[src/rtl/semi_auto_pkg.sv]
// Shared encodings and default timing for the semi-auto driver.
// Counter values are cycle counts minus one, loaded when a timed state is entered.
package semi_auto_pkg;

  localparam int CNT_W = 27;

  localparam logic [1:0] SEMI_AUTO = 2'b10;

  localparam int unsigned DEF_TURN_CYCLES     = 90_000_000;
  localparam int unsigned DEF_SETTLE_CYCLES   = 20_000_000;
  localparam int unsigned DEF_MOVE_MIN_CYCLES = 50_000_000;

  // Button bit positions in the packed command vector.
  localparam int CMD_FWD   = 0;
  localparam int CMD_LEFT  = 1;
  localparam int CMD_RIGHT = 2;
  localparam int CMD_BACK  = 3;

  typedef enum logic [2:0] {
    ST_IDLE   = 3'd0,
    ST_WAIT   = 3'd1,
    ST_TURN   = 3'd2,
    ST_SETTLE = 3'd3,
    ST_MOVE   = 3'd4
  } state_e;

  typedef enum logic {
    DIR_LEFT  = 1'b0,
    DIR_RIGHT = 1'b1
  } dir_e;

  // Load value giving a state that lasts exactly 'cycles' clocks.
  function automatic logic [CNT_W-1:0] hold_load(input int unsigned cycles);
    int unsigned v;
    v = (cycles == 0) ? 0 : cycles - 1;
    return v[CNT_W-1:0];
  endfunction

endpackage

[src/rtl/cmd_edge.sv]
// Rising-edge detector for the four debounced user buttons.
// History clears on reset, so a button held through reset reads as a fresh press.
module cmd_edge (
  input  logic       sys_clk,
  input  logic       rst,
  input  logic [3:0] cmd,
  output logic [3:0] pulse
);

  logic [3:0] hist;

  always_ff @(posedge sys_clk) begin
    if (rst) begin
      hist <= '0;
    end else begin
      hist <= cmd;
    end
  end

  assign pulse = cmd & ~hist;

endmodule

[src/rtl/semi_auto_driver.sv]
// Semi-automatic driving controller: waits for a button, turns or moves forward,
// and resolves junctions on its own using the three wall detectors.
//
// state  | meaning
// IDLE   | mode inactive, all drives off
// WAIT   | waiting for a button edge, wait_light on
// TURN   | holding a 90-degree turn command (repeated once for a U-turn)
// SETTLE | drives off while detector data refreshes
// MOVE   | driving forward, junction detection armed after the minimum time
module semi_auto_driver
  import semi_auto_pkg::*;
#(
  parameter int unsigned TURN_CYCLES     = DEF_TURN_CYCLES,
  parameter int unsigned SETTLE_CYCLES   = DEF_SETTLE_CYCLES,
  parameter int unsigned MOVE_MIN_CYCLES = DEF_MOVE_MIN_CYCLES
) (
  input  logic       sys_clk,
  input  logic       rst,
  input  logic [1:0] global_state,
  input  logic       front_detector,
  input  logic       left_detector,
  input  logic       right_detector,
  input  logic       cmd_forward,
  input  logic       cmd_left,
  input  logic       cmd_right,
  input  logic       cmd_back,
  output logic       move_forward_signal,
  output logic       turn_left_signal,
  output logic       turn_right_signal,
  output logic [2:0] state_code,
  output logic       wait_light
);

  state_e           state, state_nx;
  dir_e             dir, dir_nx;
  logic [CNT_W-1:0] cnt, cnt_nx;
  logic [1:0]       turns_left, turns_nx;
  logic [3:0]       cmd_pulse;
  logic [3:0]       cmd_ok;
  logic             junction;

  cmd_edge u_cmd_edge (
    .sys_clk (sys_clk),
    .rst     (rst),
    .cmd     ({cmd_back, cmd_right, cmd_left, cmd_forward}),
    .pulse   (cmd_pulse)
  );

  // Presses toward a blocked direction are dropped before priority is applied.
  assign cmd_ok   = cmd_pulse & ~{1'b0, right_detector, left_detector, front_detector};
  assign junction = front_detector || !left_detector || !right_detector;

  always_comb begin
    state_nx = state;
    dir_nx   = dir;
    cnt_nx   = cnt;
    turns_nx = turns_left;

    case (state)
      ST_IDLE: begin
        cnt_nx   = '0;
        turns_nx = '0;
        if (global_state == SEMI_AUTO) state_nx = ST_WAIT;
      end

      ST_WAIT: begin
        if (cmd_ok[CMD_FWD]) begin
          state_nx = ST_MOVE;
          cnt_nx   = CNT_W'(MOVE_MIN_CYCLES);
        end else if (cmd_ok[CMD_LEFT]) begin
          state_nx = ST_TURN;
          dir_nx   = DIR_LEFT;
          turns_nx = 2'd1;
          cnt_nx   = hold_load(TURN_CYCLES);
        end else if (cmd_ok[CMD_RIGHT]) begin
          state_nx = ST_TURN;
          dir_nx   = DIR_RIGHT;
          turns_nx = 2'd1;
          cnt_nx   = hold_load(TURN_CYCLES);
        end else if (cmd_ok[CMD_BACK]) begin
          state_nx = ST_TURN;
          dir_nx   = DIR_LEFT;
          turns_nx = 2'd2;
          cnt_nx   = hold_load(TURN_CYCLES);
        end
      end

      ST_TURN: begin
        if (cnt != '0) begin
          cnt_nx = cnt - 1'b1;
        end else if (turns_left > 2'd1) begin
          turns_nx = turns_left - 1'b1;
          cnt_nx   = hold_load(TURN_CYCLES);
        end else begin
          state_nx = ST_SETTLE;
          turns_nx = '0;
          cnt_nx   = hold_load(SETTLE_CYCLES);
        end
      end

      ST_SETTLE: begin
        if (cnt != '0) begin
          cnt_nx = cnt - 1'b1;
        end else if (!front_detector) begin
          state_nx = ST_MOVE;
          cnt_nx   = CNT_W'(MOVE_MIN_CYCLES);
        end else begin
          state_nx = ST_WAIT;
        end
      end

      ST_MOVE: begin
        // Counter at zero means the minimum forward time has elapsed.
        if (cnt != '0) begin
          cnt_nx = cnt - 1'b1;
        end else if (junction) begin
          if (front_detector && (left_detector ^ right_detector)) begin
            state_nx = ST_TURN;
            dir_nx   = left_detector ? DIR_RIGHT : DIR_LEFT;
            turns_nx = 2'd1;
            cnt_nx   = hold_load(TURN_CYCLES);
          end else if (front_detector && left_detector && right_detector) begin
            state_nx = ST_TURN;
            dir_nx   = DIR_LEFT;
            turns_nx = 2'd2;
            cnt_nx   = hold_load(TURN_CYCLES);
          end else begin
            state_nx = ST_WAIT;
          end
        end
      end

      default: begin
        state_nx = ST_IDLE;
        cnt_nx   = '0;
        turns_nx = '0;
      end
    endcase

    if (global_state != SEMI_AUTO) begin
      state_nx = ST_IDLE;
      dir_nx   = DIR_LEFT;
      cnt_nx   = '0;
      turns_nx = '0;
    end
  end

  // Outputs are decoded from the next state so they change on the entering edge.
  always_ff @(posedge sys_clk) begin
    if (rst) begin
      state               <= ST_IDLE;
      dir                 <= DIR_LEFT;
      cnt                 <= '0;
      turns_left          <= '0;
      move_forward_signal <= 1'b0;
      turn_left_signal    <= 1'b0;
      turn_right_signal   <= 1'b0;
      wait_light          <= 1'b0;
    end else begin
      state               <= state_nx;
      dir                 <= dir_nx;
      cnt                 <= cnt_nx;
      turns_left          <= turns_nx;
      move_forward_signal <= (state_nx == ST_MOVE);
      turn_left_signal    <= (state_nx == ST_TURN) && (dir_nx == DIR_LEFT);
      turn_right_signal   <= (state_nx == ST_TURN) && (dir_nx == DIR_RIGHT);
      wait_light          <= (state_nx == ST_WAIT);
    end
  end

  assign state_code = state;

endmodule

[config.mk]
export PLATFORM = sky130hd
export DESIGN_NAME = semi_auto_driver
export DESIGN_NICKNAME = d
export VERILOG_FILES = /design/src/rtl/semi_auto_pkg.sv /design/src/rtl/cmd_edge.sv /design/src/rtl/semi_auto_driver.sv
export SDC_FILE = /design/constraint.sdc
export NUM_CORES = 1
export LEC_CHECK = 0
export CORE_MARGIN = 2
export CORE_UTILIZATION = 25
export DETAILED_ROUTE_END_ITERATION = 6
export SLEW_MARGIN = 20
export SYNTH_ARGS = -nofsm -noshare
export SYNTH_HDL_FRONTEND = slang
export SYNTH_SLANG_ARGS = --single-unit
[constraint.sdc]
create_clock -name sys_clk -period 5.31 [get_ports sys_clk]
set_input_delay 1.062 -clock sys_clk [delete_from_list [all_inputs] [get_ports sys_clk]]
set_output_delay 1.062 -clock sys_clk [all_outputs]
set_load 0.01 [all_outputs]
==> impl_metrics.env <==
export IMPL_status="finished clean"
export IMPL_yosys_area_share_simple_pct=34.3
export IMPL_cts_root_buf="clkbuf_8"
export IMPL_io_buffer_count=17
export IMPL_holdBufCountCts=0
export IMPL_clk_latency_ps=290
export IMPL_ys_seq_area_share_pct=31.5
export IMPL_rows=37
export IMPL_synth_cell_types=59
export IMPL_first_global_vias=2493
export IMPL_synthCells=341
export IMPL_ir_drop_mv=0.0905
export IMPL_dr_wl_met2_um=3620
export IMPL_crit_arrival_ps=3760
export IMPL_path_cells="clkdlybuf4s50_1 > or3b_2 > nand2_1 > o2111ai_1 > a221oi_1 > buf_4 > o311ai_0 > nand3_1"
export IMPL_synth_flop_cell="dfxtp_1"
export IMPL_critPathMaxStageDelay_ps=560
export IMPL_wl_um=7660
export IMPL_cp_end_kind="register"
export IMPL_dieArea_um2=11200
export IMPL_hpwlAfterDp_um=5530
export IMPL_antenna_cells=0
export IMPL_place_gp_congestion=0.925
export IMPL_drc=0
export IMPL_synth_largest_area_cell="dfxtp_1"
export IMPL_cts_clk_slew_worst_paths_ps=80
export IMPL_gr_total_overflow=0
export IMPL_syn_area_um2=2600
export IMPL_ys_top_cells_by_count="dfxtp_1 (41), nor2_1 (34), nand2_1 (33), o21ai_0 (28), nand3_1 (19)"
export IMPL_worstMarginPinSlew_ps=956
export IMPL_ctsHtreeMaxLevel=2
export IMPL_grt_start_max_net_pins=20
export IMPL_synthTopCellsByArea="dfxtp_1 (32%), o21ai_0 (5.4%), nor2_1 (4.9%)"
export IMPL_p_per_area_nw_per_um2=216
export IMPL_via_per_inst=5.60
export IMPL_fin_hold_ws_ps=492
export IMPL_numCtsBuffers=5
export IMPL_cts_path_max_buffers=2
export IMPL_synth_seq_cells=41
export IMPL_dr_pass1_iters=5
export IMPL_yosysTopAreaCellShare_pct=31.5
export IMPL_period_share_pct=66.2
export IMPL_wl_met3_um=443
export IMPL_post_cts_buffers=0
export IMPL_fin_nets=365
export IMPL_synth_top_family_by_area="simple AND/OR/NAND/NOR gates"
export IMPL_fillers=1108
export IMPL_fin_tns_setup_ps=0
export IMPL_ys_warn_count=0
export IMPL_synthMuxAreaShare_pct=1.15
export IMPL_crit_family="simple AND/OR/NAND/NOR gates"
export IMPL_clock_fmax_ghz=0.284
export IMPL_crit_slowest_cell="clkdlybuf4s50_1"
export IMPL_cts_tree="yes"
export IMPL_hold_class="register to register"
export IMPL_maxCapViolCount=0
export IMPL_synthArstFlopShare_pct=0
export IMPL_crit_buf_inv=2
export IMPL_final_cells=489
export IMPL_core_region_area_um2=10200
export IMPL_setup_viol=0
export IMPL_cts_resized=0
export IMPL_rsz0062_at_grt="no"
export IMPL_wl_per_cell_um=15.7
export IMPL_final_core_util_pct=29.3
export IMPL_grt_pass1_wl_um=12300
export IMPL_synth_xor_xnor_area_share_pct=2.69
export IMPL_synth_edf_count=0
export IMPL_synth_fa_ha_area_share_pct=0.962
export IMPL_ant_nets=0
export IMPL_avgSynthCellArea_um2=7.63
export IMPL_drive_gt1_share_pct=6.80
export IMPL_fin_skew_ps=5.40
export IMPL_routed_top_layer="met4"
export IMPL_vias=2737
export IMPL_top_level_ports=18
export IMPL_dp_cells=481
export IMPL_power_leakage_nw=1.07
export IMPL_syn2layout_area_growth_pct=15.1
export IMPL_track_usage_pct=13.4
export IMPL_hold_viol=0
export IMPL_relSlewSlack_pct=36.2
export IMPL_drt_iter0_drc=316
export IMPL_wirelength_met1_um=3470
export IMPL_die_h_um=106
export IMPL_maxSlewViolCount=0
export IMPL_yosysMostFrequentCell="dfxtp_1"
export IMPL_cp_required_ps=5550
export IMPL_die_w_um=106
export IMPL_cp_max_fo=12
export IMPL_initial_core_util_pct=25.4
export IMPL_post_route_min_period_ps=3520
export IMPL_antenna_found_initial=0
export IMPL_critPathKind="input port to register"
export IMPL_clock_sinks=41
export IMPL_synth_compound_area_share_pct=25.0
export IMPL_synth_fp_nets=354
export IMPL_startpoint_type="input port"
[worst min-delay path: cells and delay by family (launching register included)]
| family | cells | cell delay, ps |
|---|---|---|
| flops | 1 | 350 |
| simple gates | 2 | 100 |
[path summary, 6_finish.rpt]
kind	cells past startpoint	startpoint	slack (ps)	to
setup / recovery	8	front_detector	1790	cnt[6]
hold / removal	2	cnt[1]	490	cnt[1]
setup reg to reg	6	cnt[9]	1990	cnt[23]
hold reg to reg	2	cnt[1]	490	cnt[1]
[state kept, by name, indices dropped and copies added, names as in the netlist]
name and flops:
cnt 27, dir 1, move_forward_signal 1, state_code 3
turn_left_signal 1, turn_right_signal 1, turns_left 2, u_cmd_edge.hist 4
wait_light 1
[kinds of logic after synthesis]
family          Yosys count
xor+xnor                  8
simple gates            166
flops                    41
mux                       3
fa+ha+maj                 2
compound gates           97
buf+inv                  24
[where the power goes]
group | internal, W | switching (W)
Combinational | 0.0000252 | 0.0000401
Sequential | 0.000310 | 0.00000387
Clock | 0.000154 | 0.000115
[stage by stage]
step                power [W]  setup slack (ps)  instance area, µm²
global placement     0.000385              1720                2880
CTS                  0.000653              1840                3000
finish               0.000648              1790                3000
floorplan            0.000362              2380                2600
detailed placement   0.000385              1560                2880
global route         0.000670              1570                3000
[placed cells by master, fill, tap and decap left out, types with 3 or more instances in the layout]
cell and count:
a21o_1 4, a21oi_1 17, a221oi_1 4, a311oi_1 3, a31oi_1 3, a32oi_1 3, clkbuf_8 6, clkdlybuf4s50_1 17
dfxtp_1 41, inv_1 9, mux2i_1 3, nand2_1 33, nand2b_1 5, nand3_1 19, nand4_1 3, nor2_1 34
nor2b_1 9, nor3_1 14, nor3b_1 7, nor4_1 12, o21ai_0 28, o22ai_1 5, o311ai_0 4, o31ai_1 3
or2_2 3, or3_1 6, or3b_2 4, or4_1 4, xnor2_1 7
[cell type report]
cell class / count / area [µm²] / area share (%)
tap: 136 / 170 / 5.68
clock inverter: 1 / 30.0 / 1.00
multi-input combinational: 276 / 1670 / 55.7
timing repair buffer: 19 / 185 / 6.18
clock buffer: 7 / 86.3 / 2.88
sequential: 41 / 821 / 27.4
inverter: 9 / 33.8 / 1.13
[routing by layer]
| layer | track usage (%) | up-vias |
|---|---|---|
| met5 | 0 | - |
| met4 | 3.76 | 0 |
| met3 | 3.13 | 14 |
| met2 | 22.4 | 79 |
| met1 | 17.3 | 1331 |
| li1 | - | 1313 |
No activity file was read; power rests on OpenSTA's default activity.
